===== src/rtl/hysteresis_pkg.sv =====
// hysteresis_pkg: pixel classes, FSM states and default edge codes shared by the hysteresis stream unit
package hysteresis_pkg;
   typedef enum logic [1:0] {CLS_NONE, CLS_WEAK, CLS_STRONG} pix_class_t;
   typedef enum logic [2:0] {S_IDLE, S_LOAD, S_SCAN, S_CHECK, S_OUT} state_t;
   localparam int DEF_WEAK_PIXEL = 75;
   localparam int DEF_STRONG_PIXEL = 255;
   function automatic int idx_w(input int n);
      return (n > 1) ? $clog2(n) : 1;
   endfunction
   function automatic int iabs(input int v);
      return (v < 0) ? -v : v;
   endfunction
endpackage


===== src/rtl/hyst_neighbour_check.sv =====
// hyst_neighbour_check: flags whether pixel (row,col) has an in-frame STRONG neighbour
module hyst_neighbour_check
   import hysteresis_pkg::*;
#(
   parameter int HEIGHT = 5,
   parameter int WIDTH = 5,
   parameter int CONN8 = 1
) (
   input  pix_class_t [HEIGHT*WIDTH-1:0] cls_mem,
   input  logic [idx_w(HEIGHT)-1:0]      row,
   input  logic [idx_w(WIDTH)-1:0]       col,
   output logic                          strong_nb
);
   // Only real pixels are visited, so frame edges never wrap
   always_comb begin
      strong_nb = 1'b0;
      for (int i = 0; i < HEIGHT*WIDTH; i++)
         if (cls_mem[i] == CLS_STRONG && i != int'(row) * WIDTH + int'(col) &&
             iabs(i / WIDTH - int'(row)) <= 1 && iabs(i % WIDTH - int'(col)) <= 1 &&
             (CONN8 != 0 || i / WIDTH == int'(row) || i % WIDTH == int'(col)))
            strong_nb = 1'b1;
   end
endmodule


===== src/rtl/hysteresis_stream_unit.sv =====
// hysteresis_stream_unit: streaming hysteresis edge tracker; HYST_PASS_STATS_EN adds a pass_count output
module hysteresis_stream_unit
   import hysteresis_pkg::*;
#(
   parameter int HEIGHT = 5,
   parameter int WIDTH = 5,
   parameter int PIX_W = 8,
   parameter int WEAK_PIXEL = DEF_WEAK_PIXEL,
   parameter int STRONG_PIXEL = DEF_STRONG_PIXEL,
   parameter int CONN8 = 1,
   parameter int MAX_PASSES = 16
) (
   input  logic             clk,
   input  logic             reset_n,
   input  logic             start,
   input  logic             in_valid,
   output logic             in_ready,
   input  logic [PIX_W-1:0] in_pixel,
   output logic             out_valid,
   input  logic             out_ready,
   output logic [PIX_W-1:0] out_pixel,
   output logic             busy,
   output logic             done
`ifdef HYST_PASS_STATS_EN
   ,
   output logic [$clog2(MAX_PASSES+1)-1:0] pass_count
`endif
);
   localparam int N = HEIGHT * WIDTH;
   localparam int IW = idx_w(N);
   localparam int RW = idx_w(HEIGHT);
   localparam int CW = idx_w(WIDTH);
   localparam int PCW = $clog2(MAX_PASSES + 1);
   localparam logic [PIX_W-1:0] WEAK_C = PIX_W'(WEAK_PIXEL);
   localparam logic [PIX_W-1:0] STRONG_C = PIX_W'(STRONG_PIXEL);

   state_t state, state_next;
   pix_class_t [N-1:0] cls_mem;
   pix_class_t in_cls;
   logic [IW-1:0] idx;
   logic [RW-1:0] row;
   logic [CW-1:0] col;
   logic [PCW-1:0] passes, pass_inc;
   logic changed, adv, last, strong_nb, promote;

   hyst_neighbour_check #(.HEIGHT(HEIGHT), .WIDTH(WIDTH), .CONN8(CONN8)) u_nb (
      .cls_mem  (cls_mem),
      .row      (row),
      .col      (col),
      .strong_nb(strong_nb)
   );

   assign last = idx == IW'(N - 1);
   assign pass_inc = passes + 1'b1;
   assign promote = state == S_SCAN && cls_mem[idx] == CLS_WEAK && strong_nb;
   assign in_cls = (in_pixel == STRONG_C) ? CLS_STRONG : (in_pixel == WEAK_C) ? CLS_WEAK : CLS_NONE;
   assign in_ready = state == S_LOAD;
   assign out_valid = state == S_OUT;
   assign out_pixel = (out_valid && cls_mem[idx] == CLS_STRONG) ? STRONG_C : '0;
   assign busy = state != S_IDLE;
   assign done = out_valid && out_ready && last;

   always_comb begin
      state_next = state;
      adv = 1'b0;
      case (state)
         S_IDLE: state_next = start ? S_LOAD : S_IDLE;
         S_LOAD: begin
            adv = in_valid;
            state_next = (in_valid && last) ? S_SCAN : S_LOAD;
         end
         S_SCAN: begin
            adv = 1'b1;
            state_next = last ? S_CHECK : S_SCAN;
         end
         S_CHECK: state_next = (changed && pass_inc < PCW'(MAX_PASSES)) ? S_SCAN : S_OUT;
         S_OUT: begin
            adv = out_ready;
            state_next = (out_ready && last) ? S_IDLE : S_OUT;
         end
         default: state_next = S_IDLE;
      endcase
   end

   always_ff @(posedge clk or negedge reset_n) begin
      if (!reset_n) begin
         state <= S_IDLE;
         idx <= '0;
         row <= '0;
         col <= '0;
         passes <= '0;
         changed <= 1'b0;
      end else begin
         state <= state_next;
         if (adv) begin
            idx <= last ? '0 : idx + 1'b1;
            col <= (col == CW'(WIDTH - 1)) ? '0 : col + 1'b1;
            row <= last ? '0 : (col == CW'(WIDTH - 1)) ? row + 1'b1 : row;
         end
         if (state == S_IDLE && start) passes <= '0;
         if (state == S_CHECK) passes <= pass_inc;
         changed <= (state == S_CHECK || (state == S_IDLE && start)) ? 1'b0 : changed | promote;
      end
   end

   // Updates land before the next raster pixel is examined, so promotions chain within a pass
   always_ff @(posedge clk) begin
      if (in_ready && in_valid) cls_mem[idx] <= in_cls;
      else if (promote) cls_mem[idx] <= CLS_STRONG;
   end

`ifdef HYST_PASS_STATS_EN
   always_ff @(posedge clk or negedge reset_n) begin
      if (!reset_n) pass_count <= '0;
      else if (state == S_IDLE && start) pass_count <= '0;
      else if (state == S_CHECK && state_next == S_OUT) pass_count <= pass_inc;
   end
`endif
endmodule

===== config.mk =====
export PLATFORM = sky130hd
export DESIGN_NAME = hysteresis_stream_unit
export DESIGN_NICKNAME = d
export VERILOG_FILES = /design/src/rtl/hysteresis_pkg.sv /design/src/rtl/hyst_neighbour_check.sv /design/src/rtl/hysteresis_stream_unit.sv
export SDC_FILE = /design/constraint.sdc
export NUM_CORES = 1
export LEC_CHECK = 0
export CAP_MARGIN = 20
export CORE_MARGIN = 3
export CORE_UTILIZATION = 34
export CTS_CLUSTER_DIAMETER = 100
export CTS_CLUSTER_SIZE = 8
export DETAILED_ROUTE_END_ITERATION = 10
export GPL_TIMING_DRIVEN = 0
export PLACE_DENSITY = 0.63
export SYNTH_ARGS = -nofsm -noshare
export SYNTH_HDL_FRONTEND = slang
export SYNTH_SLANG_ARGS = --single-unit

===== constraint.sdc =====
create_clock -name clk -period 4.5 [get_ports clk]
set_input_delay 1.125 -clock clk [delete_from_list [all_inputs] [get_ports clk]]
set_output_delay 1.125 -clock clk [all_outputs]
set_load 0.03 [all_outputs]

==> impl_metrics.toml <==
[die]
io_pins = 25
core-area_um2 = 16600
rows = 47
die_y_um = 136
dieArea_um2 = 18600
die_x_um = 136
start_util_pct = 34.8

[global_routing]
grtUsageMet2_pct = 28.7
grt_max_degree = 21
antenna_found_initial = 0
grt_pass1_wl_um = 27200
busiest_layer = "met2"
grt_pass1_vias = 4837
grt_overflow = 0
grt_use_met3_pct = 3.85
track_usage_pct = 18.8
use_met1_pct = 27.1

[synth]
synth-simple-area-share_pct = 21.3
synth.distinct_cells = 70
synth-edff-count = 50
synth_nets = 690
avgSynthCellArea_um2 = 9.08
syn_inst = 636
ys_seq_elements = 70
synthAdderAreaFrac_pct = 9.02
seq_area_frac_synth_pct = 34.7
synthMuxAreaShare_pct = 6.52
synth-compound-area-share_pct = 22.5
synth-warning-count = 0
synthXorXnorAreaFrac_pct = 0.910
async_flop_share_pct = 28.6
syn_area_um2 = 5770
synth_flop_cell = "edfxtp_1"
synth_top_family_by_area = "compound AO/OA/AOI/OAI gates"

[critical_path]
crit_fanout = 8
r2r_slack_ps = 250
r2r_end = "cls_mem[0]"
r2r_cells = 14
required_ps = 3380
startpoint = "idx[0]"
critPathKind = "flip-flop to primary output"
crit_arrival_ps = 3150
end_kind = "primary output"
r2r-start = "row[2]"
crit_path_end = "out_pixel[0]"
start_kind = "flip-flop"

[timing]
final-setup-viol-count = 0
whs_ps = 493
max_slew_margin_pct = 37.6
slew_viol_final = 0
finalCritPeriodShare_pct = 95.1
worstMarginPinSlew_ps = 926
max_freq_mhz = 234
min_period_ps = 4280
setup_ws_ps = 221
skew_ps = 8.84
final-hold-violation-count = 0
rsz0062_at_grt = "false"

[place]
dpl_worst_slack_ps = -804
place_congestion = 0.961
dpl-instance-area_um2 = 6290
dp_hpwl_um = 12900
portBuffers = 24

[min_path]
hold_path.class = "flip-flop to flip-flop"

[detailed_routing]
drt-pass1-iter-count = 5
drc = 0
ant_nets = 0
wl_per_cell_um = 18.9
num_vias = 5289
routed_wl_um = 17100
via_per_inst = 5.84
drt_iter0_markers = 536

[power_and_ir_drop]
cellLeakagePower_nw = 2.61
vdd_drop_max_uv = 352
powerDensity_nw_per_um2 = 756

[layout]
postLayoutCoreUtil_pct = 40.7
antenna_cells = 0
synthToLayoutAreaGrowth_pct = 16.8
drive_gt1_share_pct = 13.3
nNetsFinal = 735
fin_area_um2 = 6740

[clock_tree]
ctsHtreeMaxLevel = 3
cts_max_path_buffers = 2
clkSlewWorstSetupHoldPaths_ps = 60
cts_num_sinks = 70
clk_latency_ps = 350
tritoncts = "done"
root_buffer = "clkbuf_16"
cts_buffers = 9

[run_status]
status = "completed"

[run]
max_cap_viol_count = 0
-- sequential cells by signal (all words and copies together), names as in the netlist --
name / cells
changed: 1
cls_mem: 50
col: 3
idx: 5
passes: 5
row: 3
state: 3
-- cell usage in the layout, fill, tap and decap left out, types with 10 or more instances in the layout --
cell type        instances
edfxtp_1                50
inv_1                   18
nor2_1                  36
o21ai_0                 55
o22ai_2                 10
dfrtp_1                 17
clkbuf_16               10
nor2b_1                 17
nand3_1                 43
nor3_1                  11
clkbuf_1                25
o22ai_1                 19
a21oi_1                 45
mux4_2                  13
nand2_1                 71
ha_1                    38
buf_4                   19
nand2b_1                13
clkdlybuf4s50_1         17
-- what timing repair did --
item,CTS,global route
gates resized for setup,8,26
pin swaps,2,2
endpoints found under the setup margin,59,59
buffers inserted,3,7
hold buffers,0,0
endpoints found under the hold margin,0,0
-- kinds of logic after synthesis --
family          Yosys count
compound gates          194
xor+xnor                  6
fa+ha+maj                41
buf+inv                  66
flops                    70
mux                      21
simple gates            238
-- metal layers --
metal / up-vias / part of all wire (%)
met5: - / 0
met4: 0 / 2.5
met3: 31 / 6.6
met2: 211 / 45
met1: 2559 / 46
li1: 2488 / -
-- through the flow --
stage	instances	TNS (ps)	power, mW
global route	905	0	5.46
finish	905	0	5.09
floorplan	636	0	3.33
global placement	880	-47480	4.14
CTS	897	0	4.94
detailed placement	880	-41840	4.14
-- how the worst min path moves through the flow --
| stage | start | to | cells past startpoint |
|---|---|---|---|
| after floorplan | passes[3] | passes[3] | 1 |
| after global placement | passes[3] | passes[3] | 1 |
| after detailed placement | passes[3] | passes[3] | 1 |
| after CTS | passes[3] | passes[3] | 1 |
| after global routing | passes[3] | passes[3] | 1 |
| final | passes[3] | passes[3] | 1 |
-- worst max-delay path, cell delays in order (launching register included) --
cell,delay (ps)
dfrtp_2,460
buf_4,140
mux4_2,490
mux4_2,480
o21ai_0,380
nor3_2,80
buf_4,170
clkdlybuf4s50_1,590
-- final cells by class --
| type | instances | area [µm²] |
|---|---|---|
| fillers | 1681 | 9840 |
| multi-input cells | 500 | 3530 |
| flip-flops and latches | 70 | 2010 |
| repair buffers | 35 | 358 |
| well taps | 220 | 275 |
| plain buffers | 46 | 233 |
| clock buffers | 9 | 225 |
| inverters | 19 | 72.6 |
| clock inverters | 6 | 38.8 |
-- Yosys cell counts (7+ instances only) --
| library cell | instances | area [µm²] |
|---|---|---|
| nand3_1 | 43 | 215 |
| nor2b_1 | 17 | 106 |
| dfrtp_1 | 20 | 500 |
| nor4b_1 | 7 | 61.3 |
| inv_1 | 18 | 67.6 |
| a31oi_1 | 7 | 43.8 |
| nand2_1 | 71 | 267 |
| nand2b_1 | 13 | 81.3 |
| o22ai_1 | 19 | 119 |
| nor2_1 | 36 | 135 |
| a21oi_1 | 45 | 225 |
| edfxtp_1 | 50 | 1500 |
| nor3_1 | 12 | 60.1 |
| mux4_2 | 13 | 293 |
| buf_4 | 8 | 60.1 |
| clkbuf_1 | 31 | 116 |
| ha_1 | 40 | 500 |
| o21ai_0 | 56 | 280 |
| nand3b_1 | 9 | 67.6 |
| o22ai_2 | 10 | 125 |
-- report_power, final --
group	leakage, nW	switching, mW	internal [mW]
clock network	0.127	0.292	0.369
registers	0.708	0.141	0.825
logic	1.77	2.11	1.36
Power figures use the tool's default switching activity.
